**src/rtl/alu_op_queue.sv**
```systemverilog
// rtl/alu_op_queue.sv - operation FIFO and result skid register around a combinational ALU
//
// Buffers {ctrl, a, b} operations in a DEPTH-entry FIFO, presents the head
// entry to an external combinational ALU, and captures the ALU result and
// flags into a one-entry result register in the cycle the head is issued.
//
// Ports:
//   clk, rst                       clock, synchronous active-high reset
//   in_valid/in_ready              producer handshake
//   in_ctrl, in_a, in_b            operation offered by the producer
//   alu_ctrl, alu_a, alu_b         head entry driven to the ALU (zeros when empty)
//   alu_out, alu_carry, alu_zero   ALU response to alu_*
//   res_valid/res_ready            consumer handshake
//   res_data, res_carry, res_zero  registered ALU result
//   count                          FIFO occupancy, 0..DEPTH
module alu_op_queue #(
  parameter int WIDTH = 6,
  parameter int DEPTH = 4
) (
  input  logic                     clk,
  input  logic                     rst,
  input  logic                     in_valid,
  output logic                     in_ready,
  input  logic [3:0]               in_ctrl,
  input  logic [WIDTH-1:0]         in_a,
  input  logic [WIDTH-1:0]         in_b,
  output logic [3:0]               alu_ctrl,
  output logic [WIDTH-1:0]         alu_a,
  output logic [WIDTH-1:0]         alu_b,
  input  logic [WIDTH-1:0]         alu_out,
  input  logic                     alu_carry,
  input  logic                     alu_zero,
  output logic                     res_valid,
  input  logic                     res_ready,
  output logic [WIDTH-1:0]         res_data,
  output logic                     res_carry,
  output logic                     res_zero,
  output logic [$clog2(DEPTH):0]   count
);

  localparam int PW = $clog2(DEPTH);
  localparam int EW = 4 + 2 * WIDTH;
  localparam logic [PW:0] FULL = (PW + 1)'(DEPTH);

  logic [EW-1:0] mem [DEPTH];
  logic [PW-1:0] wr_ptr;
  logic [PW-1:0] rd_ptr;
  logic [EW-1:0] head;
  logic          push;
  logic          issue;

  // Both handshake outputs come from registered state only, so there is
  // no combinational path from res_ready to in_ready.
  assign in_ready = (count < FULL);
  assign push     = in_valid & in_ready;

  // The head is consumed whenever the result register is free or being
  // drained this cycle; a push into an empty FIFO is not visible here until
  // the next cycle, so there is no flow-through.
  assign issue = (count != '0) & (~res_valid | res_ready);

  assign head = (count != '0) ? mem[rd_ptr] : '0;
  assign {alu_ctrl, alu_a, alu_b} = head;

  // Storage contents need no reset; count gates every read.
  always_ff @(posedge clk) begin
    if (push) begin
      mem[wr_ptr] <= {in_ctrl, in_a, in_b};
    end
  end

  // DEPTH is a power of two, so pointers wrap by natural overflow.
  always_ff @(posedge clk) begin
    if (rst) begin
      wr_ptr <= '0;
      rd_ptr <= '0;
      count  <= '0;
    end else begin
      if (push) begin
        wr_ptr <= wr_ptr + 1'b1;
      end
      if (issue) begin
        rd_ptr <= rd_ptr + 1'b1;
      end
      if (push & ~issue) begin
        count <= count + 1'b1;
      end else if (issue & ~push) begin
        count <= count - 1'b1;
      end
    end
  end

  // Result skid register: reloaded on issue, otherwise data holds and only
  // the valid bit drops once the consumer takes it.
  always_ff @(posedge clk) begin
    if (rst) begin
      res_valid <= 1'b0;
      res_data  <= '0;
      res_carry <= 1'b0;
      res_zero  <= 1'b0;
    end else if (issue) begin
      res_valid <= 1'b1;
      res_data  <= alu_out;
      res_carry <= alu_carry;
      res_zero  <= alu_zero;
    end else if (res_valid & res_ready) begin
      res_valid <= 1'b0;
    end
  end

endmodule

```
**config.mk**
```make
export PLATFORM = sky130hd
export DESIGN_NAME = alu_op_queue
export DESIGN_NICKNAME = d
export VERILOG_FILES = /design/src/rtl/alu_op_queue.sv
export SDC_FILE = /design/constraint.sdc
export NUM_CORES = 1
export LEC_CHECK = 0
export BUFFER_PORTS_ARGS = -buffer_cell sky130_fd_sc_hd__buf_4
export CAP_MARGIN = 20
export CORE_MARGIN = 1
export CORE_UTILIZATION = 55
export CTS_CLUSTER_SIZE = 28
export DETAILED_ROUTE_END_ITERATION = 7
export GPL_ROUTABILITY_DRIVEN = 0
export PLACE_DENSITY = 0.78
export RECOVER_POWER = 100
export SKIP_CTS_REPAIR_TIMING = 1
export SLEW_MARGIN = 25
export SYNTH_ARGS = -nofsm -noshare
export SYNTH_HDL_FRONTEND = slang
export SYNTH_SLANG_ARGS = --single-unit
```
**constraint.sdc**
```tcl
create_clock -name clk -period 2.97 [get_ports clk]
set_clock_uncertainty 0.1 [all_clocks]
set_input_delay 0.1485 -clock clk [delete_from_list [all_inputs] [get_ports clk]]
set_output_delay 0.1485 -clock clk [all_outputs]
set_load 0.005 [all_outputs]
```
==> out/metrics.yaml, run 1 <==
status: "complete, no violations"
cts_max_level: 3
p_sw_uw: 1010
endpoint: "res_carry"
min_period_ps: 2580
wl_um: 5980
grt.total_usage_pct: 19.7
die_area_um2: 6370
port_buffers: 56
synth_most_common_cell: "edfxtp_1"
synth_area_leaders: "edfxtp_1 58%, dfxtp_1 11%, mux4_2 11%"
clk_latency_ps: 340
critical_path_peak_fanout: 37
grt_overflow: 0
worst_path_dominant_cell_family: "buffers and inverters"
slowest_stage: "clkbuf_2"
finalSetupViolCount: 0
ys.flop_type: "edfxtp_1"
synth-seq-cells: 82
combPwrFrac_pct: 36.4
p_leak_uw: 0.00148
finalSetupTns_ps: 0
initial_core_util_pct: 58.7
die_w_um: 79.8
drc: 0
hold_path.class: "input pin to flip-flop"
rsz0062_at_grt: "false"
rows: 27
p_seq_share_pct: 44.3
cts.clk_slew.worst_paths_ps: 80
synth_edf_count: 64
syn_avg_cell_area_um2: 17.3
cts_made_buffers: 9
rrSetupSlack_ps: 390
grt_pass1_wl_um: 8960
cts_sinks: 82
grt_max_degree: 38
syn_area_um2: 3330
path_class: "flip-flop to flip-flop"
antenna_found_initial: 0
required_ps: 3160
clkPwrFrac_pct: 19.3
post-dp-hpwl_um: 3580
drive_gt1_share_pct: 29.0
fillCellCount: 374
routed_via_density: 5.37
cp.arrival_ps: 2770
power.internal_uw: 2380
fmax_mhz: 387
fin_nets: 312
ys_warn_count: 0
yosysTopAreaCellShare_pct: 57.7
swShare_pct: 29.7
crit_path_max_incr_delay_ps: 830
crit_buf_inv: 2
synth_area_leader_cell: "edfxtp_1"
area_growth_pct: 24.0
cts_tree: "yes"
drtIter0Drc: 81
syn_inst: 192
cts_buffer_depth: 2
cp_cell_sequence: "nor3_2 -> clkbuf_2 -> o21ai_0 -> a21oi_1 -> dlygate4sd3_1"
worst_setup_path_start_kind: "flip-flop"
max-cap-violations: 0
cp_num_cells: 5
max_slew_margin_pct: 29.3
fin_crit_sh_pct: 86.9
worstMarginPinSlew_ps: 1060
dp_worst_setup_slack_ps: 755
setup_ws_ps: 388
reg2reg_from: "count[2]"
post_drt_wl_per_cell_um: 16.8
drt-pass1-iter-count: 4
cp-startpoint: "count[2]"
root_buffer: "clkbuf_8"
grt_pass1_vias: 1883
drt.antenna.violating_nets: 0
ys_types: 28
fp.coreArea_um2: 5680
synthesis.nets: 226
reg2reg_to: "res_carry"
die_y_um: 79.8
vdd_drop_max_v: 0.000577
async_flop_share_pct: 0
ff2ff_path_depth: 5
power.density_nw_per_um2: 820
synth_commonest_cells: "64 x edfxtp_1, 18 x dfxtp_1, 16 x mux4_2, 13 x a21oi_1, 10 x nor2b_4"
io_pins: 57
finalHoldViolCount: 0
yosysSeqAreaShare_pct: 68.5
maxSlewViolCount: 0
endpoint_kind: "flip-flop"
antennaDiodeCount: 0
num_vias: 1905
==> power groups by stage <==
stage               registers, uW  logic, uW  clock network, uW
floorplan                    1490        880                  0
global placement             1520       1210                  0
detailed placement           1520       1250                  0
CTS                          1500       1250                671
global route                 1520       1330                719
finish                       1500       1230                655
==> sequential cells by signal, indices dropped and copies added (netlist names), named ones only <==
signal,flops
mem,64
res_carry,1
res_valid,1
wr_ptr,2
res_data,6
rd_ptr,2
res_zero,1
count,3
==> worst min path at each step <==
stage | slack [ps] | from | to | cells past startpoint
2_1_floorplan | 150 | in_b[0] | mem[0][0] | 0
3_3_place_gp | 250 | in_a[3] | mem[3][9] | 1
6_report | 5 | alu_out[4] | res_data[4] | 3
4_1_cts | -100 | in_a[3] | mem[2][9] | 1
5_1_grt | 8 | alu_out[4] | res_data[4] | 3
3_5_place_dp | 250 | in_a[3] | mem[2][9] | 1
==> metal layers <==
metal,global-route usage (%),share of wire (%)
met5,0,0
met4,9.82,2.4
met3,4.57,3.2
met2,32.8,53
met1,24.0,41
==> worst min-delay path, delay by kind of cell <==
| kind | cells | cell delay [ps] |
|---|---|---|
| buffers and inverters | 1 | 110 |
| and+or+nand+nor | 1 | 70 |
| AOI/OAI and AO/OA | 1 | 60 |
==> metrics by stage <==
stage / power (uW) / utilization, % / hold slack [ps] / instances / area [um2]
2_1_floorplan: 2370 / - / 147 / 192 / 3330
3_3_place_gp: 2730 / 67.1 / 251 / 314 / 3810
3_5_place_dp: 2770 / 67.1 / 254 / 314 / 3810
4_1_cts: 3420 / 69.8 / -104 / 330 / 3960
5_1_grt: 3570 / 72.8 / 7.72 / 355 / 4130
6_report: 3390 / 72.8 / 5.46 / 355 / 4130
==> layout by cell type, fill, tap and decap left out, types with 2 or more instances in the layout <==
cell and instances:
clkbuf_1 24, o21ai_0 10, or3_1 2, clkinv_2 4
inv_1 6, dfxtp_1 18, buf_4 13, dlygate4sd3_1 25
xor2_1 2, nor2b_1 8, mux4_2 16, nor2_1 5
mux2i_1 2, nor2b_4 10, clkbuf_8 9, a21oi_1 13
clkbuf_4 28, and2_0 3, nand3b_1 8, ha_1 5
edfxtp_1 64
==> cell type report <==
type	count	area (um2)	share of cell area (%)
clock inverter	4	20.0	0.485
timing repair buffer	88	642	15.5
clock buffer	12	135	3.27
sequential	82	2280	55.2
tap	72	90.1	2.18
multi-input combinational	91	940	22.7
inverter	6	22.5	0.545
==> cell families (layout without fill, tap and decap cells) <==
logic type      Yosys count  after routing  share of synthesized area, %
flops                    82             82                          68.5
simple gates             40             40                          9.69
compound gates           24             24                          3.68
buf+inv                  19            110                          3.42
mux                      18             18                          11.4
fa+ha+maj                 6              6                          2.48
xor+xnor                  3              3                         0.789
Power figures use the tool's default switching activity.
==> run 2: changes to the inputs <==
--- a/config.mk
+++ b/config.mk
@@ -9,9 +9,9 @@
 export CAP_MARGIN = 20
 export CORE_MARGIN = 1
 export CORE_UTILIZATION = 55
-export CTS_CLUSTER_SIZE = 28
 export DETAILED_ROUTE_END_ITERATION = 7
 export GPL_ROUTABILITY_DRIVEN = 0
+export GPL_TIMING_DRIVEN = 0
 export PLACE_DENSITY = 0.78
 export RECOVER_POWER = 100
 export SKIP_CTS_REPAIR_TIMING = 1
==> run 2 against run 1 <==
Against the previous run:
- the flow now finishes with violations (hold timing)
- highest routed layer unchanged
- register-to-register slack worse by 30 ps
- routed wire length up 1.3%
- sequential share of layout area is 0.067 points higher
- critical path type unchanged
==> out/metrics.yaml, run 2 (synthesis gave the netlist of run 1 again) <==
status: "finished with violations"
die_w_um: 79.8  # unchanged
critical_path_peak_fanout: 10  # -73%
worstMarginPinSlew_ps: 1310  # +253 ps
port_buffers: 55  # -1.8%
fmax_mhz: 383  # -1.1%
die_y_um: 79.8  # unchanged
worst_setup_path_start_kind: "flip-flop"
max_slew_margin_pct: 12.3  # -17 points
fin_crit_sh_pct: 87.9  # +0.96 points
violations: "hold timing"
drive_gt1_share_pct: 27.5  # -1.5 points
post-dp-hpwl_um: 3840  # +7.3%
endpoint_kind: "flip-flop"
cts_buffer_depth: 2  # unchanged
io_pins: 57  # unchanged
vdd_drop_max_v: 0.000466  # -19%
grt_max_degree: 17  # -55%
stdcell_area_um2: 4130  # -0.12%
grt.total_usage_pct: 19.7  # +0.070 points
wl_um: 6050  # +1.3%
rsz0062_at_grt: "false"
drt.antenna.violating_nets: 0  # unchanged
cts_made_buffers: 9  # unchanged
drtIter0Drc: 105  # +30%
power.density_nw_per_um2: 855  # +4.3%
grt_pass1_wl_um: 9070  # +1.3%
place_area_um2: 3830  # +0.69%
finalHoldViolCount: 2  # +2
root_buffer: "clkbuf_8"
drt-pass1-iter-count: 4  # unchanged
layout_common_cells: "64 x edfxtp_1, 24 x clkbuf_1, 21 x dlygate4sd3_1, 20 x buf_4, 19 x clkbuf_4"
fin_nets: 313  # +0.32%
cts.clk_slew.worst_paths_ps: 90  # about the same
largest_register: "mem"
area_growth_pct: 23.9
cts_sinks: 82  # unchanged
max-cap-violations: 0  # unchanged
grt_overflow: 0  # unchanged
initial_core_util_pct: 58.7  # unchanged
path_class: "flip-flop to flip-flop"
p_leak_uw: 0.00146  # -1.5%
finalSetupViolCount: 0  # unchanged
num_vias: 1887  # -0.94%
fp.coreArea_um2: 5680  # unchanged
die_area_um2: 6370  # unchanged
finalSetupTns_ps: 0  # unchanged
whs_ps: -13.9  # -19.4 ps
hold_path.class: "input pin to flip-flop"
final_common_cell: "edfxtp_1"
largest_reg_flops: 64  # unchanged
routed_via_density: 5.30  # -1.2%
antenna_found_initial: 0  # unchanged
cp.arrival_ps: 2780  # about the same
maxSlewViolCount: 0  # unchanged
drc: 0  # unchanged
cts_max_level: 3  # unchanged
required_ps: 3140  # -20 ps
antennaDiodeCount: 0  # unchanged
cts_tree: "yes"
rows: 27  # unchanged
min_period_ps: 2610  # +28.4 ps
largest_registers: "mem: 64 flops, res_data: 6 flops, count: 3 flops"
grt_pass1_vias: 1884  # +0.053%
clk_latency_ps: 330  # about the same
post_drt_wl_per_cell_um: 17.0  # +0.97%
## run 2: cell types whose count changed in the layout (fill, tap and decap cells not counted), moves of 4 or more
cell / change
buf_4: +7
clkbuf_4: -9
clkinv_2: -4
dlygate4sd3_1: -4
inv_6: +5
nor2b_1: +7
nor2b_4: -7
## run 2: per-layer routing
layer  share of wire, %  global-route usage [%]
met5                  0                       0
met4                1.0                    7.68
met3                3.4                    3.31
met2                 53                    32.6
met1                 43                    26.2
## run 2: cell type report
| class | count | area [um2] |
|---|---|---|
| Buffer | 13 | 81.3 |
| Clock buffer | 9 | 124 |
| Clock inverter | 7 | 81.3 |
| Fill cell | 393 | 1550 |
| Inverter | 6 | 22.5 |
| Multi-Input combinational cell | 91 | 882 |
| Sequential cell | 82 | 2280 |
| Tap cell | 72 | 90.1 |
| Timing Repair Buffer | 76 | 563 |
## run 2: worst max-delay path, cell delays in order, from the launching register on
cell	delay, ps
dfxtp_1	360
nor3_1	270
buf_2	270
buf_6	190
nor2_1	60
inv_1	60
ha_1	180
inv_1	60
fa_1	370
xor2_1	160
or3_1	310
a21oi_1	140
## run 2: per-stage QoR
stage	utilization [%]	hold slack, ps	total power (uW)	setup slack (ps)	std cells
finish	72.7	-13.9	3530	360	356
detailed placement	67.5	253	2840	317	319
CTS	71.2	-111	3660	271	335
global route	72.7	2.88	3710	154	356
global placement	67.5	250	2810	324	319
floorplan	-	147	2370	604	192
## run 2: final timing paths
kind               startpoint  slack, ps  cells after the start     endpoint
setup reg to reg     count[2]        360                     11     count[2]
hold / removal     alu_out[4]        -10                      3  res_data[4]
hold reg to reg   res_data[5]        380                      2  res_data[5]
setup / recovery     count[2]        360                     11     count[2]
## run 2: report_power, final
group / internal, uW / switching, uW / total, uW
combinational: 673 / 557 / 1230
clock: 404 / 421 / 825
sequential: 1400 / 68.8 / 1470
==> run 3: changes to the inputs <==
--- a/config.mk
+++ b/config.mk
@@ -8,13 +8,14 @@
 export BUFFER_PORTS_ARGS = -buffer_cell sky130_fd_sc_hd__buf_4
 export CAP_MARGIN = 20
 export CORE_MARGIN = 1
-export CORE_UTILIZATION = 55
+export CORE_UTILIZATION = 45
 export DETAILED_ROUTE_END_ITERATION = 7
 export GPL_ROUTABILITY_DRIVEN = 0
 export GPL_TIMING_DRIVEN = 0
-export PLACE_DENSITY = 0.78
+export PLACE_DENSITY = 0.66
 export RECOVER_POWER = 100
 export SKIP_CTS_REPAIR_TIMING = 1
+export SKIP_LAST_GASP = 1
 export SLEW_MARGIN = 25
 export SYNTH_ARGS = -nofsm -noshare
 export SYNTH_HDL_FRONTEND = slang
==> run 3 against run 2 <==
Against the previous run:
- the run now ends clean
- sequential share of layout area shrank 0.76 points
- first-iteration DRC count is 29% lower
- fmax decreased by 2.0%
- combinational power is 3% lower
- global-route usage down 4.0 points
- setup slack lost 54 ps
==> out/metrics.yaml, run 3 (synthesis gave the netlist of run 1 again) <==
status: "complete, no violations"
reg2reg_from: "count[2]"
cp.arrival_ps: 2420  # -360 ps
largest_reg_flops: 64  # unchanged
antennaDiodeCount: 0  # unchanged
finalSetupViolCount: 0  # unchanged
post-route-util_pct: 59.9  # -13 points
initial_core_util_pct: 47.7  # -11 points
grt.met3_usage_pct: 3.30  # -0.016 points
min_period_ps: 2660  # +54.5 ps
cts_sinks: 82  # unchanged
fin_crit_sh_pct: 89.7  # +1.8 points
met2_usage_pct: 24.5  # -8.2 points
die_w_um: 88.0  # +10%
io_pins: 57  # unchanged
rsz0062_at_grt: "false"
drt-pass1-iter-count: 4  # unchanged
worst_setup_path_start_kind: "flip-flop"
max-cap-violations: 0  # unchanged
finalSetupTns_ps: 0  # unchanged
ff2ff_path_depth: 11  # unchanged
fmax_mhz: 375  # -2.0%
path_class: "flip-flop to output port"
grt.busiest_layer: "met2"
cts_tree: "yes"
worstMarginPinSlew_ps: 1240  # -69.5 ps
die_area_um2: 7750  # +22%
cts.clk_slew.worst_paths_ps: 90  # about the same
whs_ps: 46.3  # +60.2 ps
grt_pass1_vias: 1757  # -6.7%
num_vias: 1880  # -0.37%
reg2reg_to: "count[2]"
critical_path_peak_fanout: 10  # unchanged
clk_latency_ps: 360  # +30 ps
endpoint_kind: "output port"
dp.cells: 343  # +7.5%
required_ps: 2720  # -420 ps
rows: 30  # +11%
root_buffer: "clkbuf_8"
antenna_found_initial: 0  # unchanged
p_leak_uw: 0.00148  # +1.4%
worst_path_dominant_cell_family: "buffers and inverters"
fin_nets: 316  # +0.96%
drtIter0Drc: 75  # -29%
cts_made_buffers: 9  # unchanged
cts_buffer_depth: 2  # unchanged
largest_register: "mem"
cp_num_cells: 5  # -6
final-instance-count-excl-fill: 383  # +7.6%
grt_overflow: 0  # unchanged
largest_registers: "mem: 64 flops, res_data: 6 flops, count: 3 flops"
max_slew_margin_pct: 17.0  # +4.6 points
cts_max_level: 3  # unchanged
finalHoldViolCount: 0  # -2
drc: 0  # unchanged
grt_pass1_wl_um: 8620  # -5.0%
crit_path_max_incr_delay_ps: 550  # +180 ps
grt.total_usage_pct: 15.7  # -4.0 points
routed_via_density: 4.91  # -7.4%
vdd_drop_max_v: 0.000378  # -19%
met1_usage_pct: 20.2  # -6.0 points
drt.antenna.violating_nets: 0  # unchanged
maxSlewViolCount: 0  # unchanged
wl_um: 5890  # -2.7%
drive_gt1_share_pct: 27.5  # +0.061 points
layout_common_cells: "64 x edfxtp_1, 24 x dlygate4sd3_1, 23 x clkbuf_1, 20 x buf_4, 19 x clkbuf_4"
final_common_cell: "edfxtp_1"
rrSetupSlack_ps: 350  # about the same
grt_max_degree: 17  # unchanged
post-dp-hpwl_um: 3510  # -8.7%
fp.coreArea_um2: 6980  # +23%
crit_buf_inv: 3  # -1
die_y_um: 88.0  # +10%
slowest_stage: "mux4_2"
cp_cell_sequence: "clkbuf_1 -> clkbuf_2 -> mux4_2 -> nor2b_1 -> buf_4"
area_growth_pct: 25.6
hold_path.class: "input pin to flip-flop"
post_drt_wl_per_cell_um: 15.4  # -9.6%
fillCellCount: 581  # +48%
endpoint: "alu_a[1]"
power.density_nw_per_um2: 850  # -0.55%
port_buffers: 55  # unchanged
-- run 3: cell types whose count changed in the layout (fill, tap and decap cells not counted) --
cell	change
buf_12	-1
buf_2	+2
buf_6	-1
bufinv_16	+1
clkbuf_1	-1
clkbuf_2	+1
clkinv_2	+1
clkinv_4	+1
dlygate4sd3_1	+3
inv_6	-3
-- run 3: power by group --
part	leakage, uW	internal, uW	total (uW)	switching, uW
logic	0.000636	645	1190	548
clock network	0.000110	479	897	418
registers	0.000734	1400	1470	64.0
-- run 3: how the worst min path moves through the flow --
stage / from / to / depth (start not counted)
floorplan: in_b[0] / mem[0][0] / 0
global placement: in_a[4] / mem[2][10] / 1
detailed placement: in_b[4] / mem[2][4] / 1
CTS: in_ctrl[2] / mem[1][14] / 1
global route: rst / res_zero / 2
finish: rst / res_valid / 2
-- run 3: stage by stage --
| stage | cell area [um2] | total power, uW | setup slack, ps |
|---|---|---|---|
| floorplan | 3330 | 2370 | 604 |
| global placement | 3860 | 2820 | 314 |
| detailed placement | 3860 | 2830 | 321 |
| CTS | 4090 | 3720 | 278 |
| global route | 4180 | 3760 | 75.4 |
| finish | 4180 | 3560 | 305 |
-- run 3: routing by layer --
layer,up-vias,wire length (um)
met1,929,2640
met3,11,172
li1,901,-
met5,-,0
met4,0,137
met2,39,2940
-- run 3: cell type report --
type                       count  area, um2  area share [%]
clock buffer                   9        124            2.96
timing repair buffer          79        593            14.2
inverter                       6       22.5           0.538
tap                           96        120            2.87
sequential                    82       2280            54.5
clock inverter                 7       98.8            2.36
multi-input combinational     91        882            21.1
buffer                        13       61.3            1.47
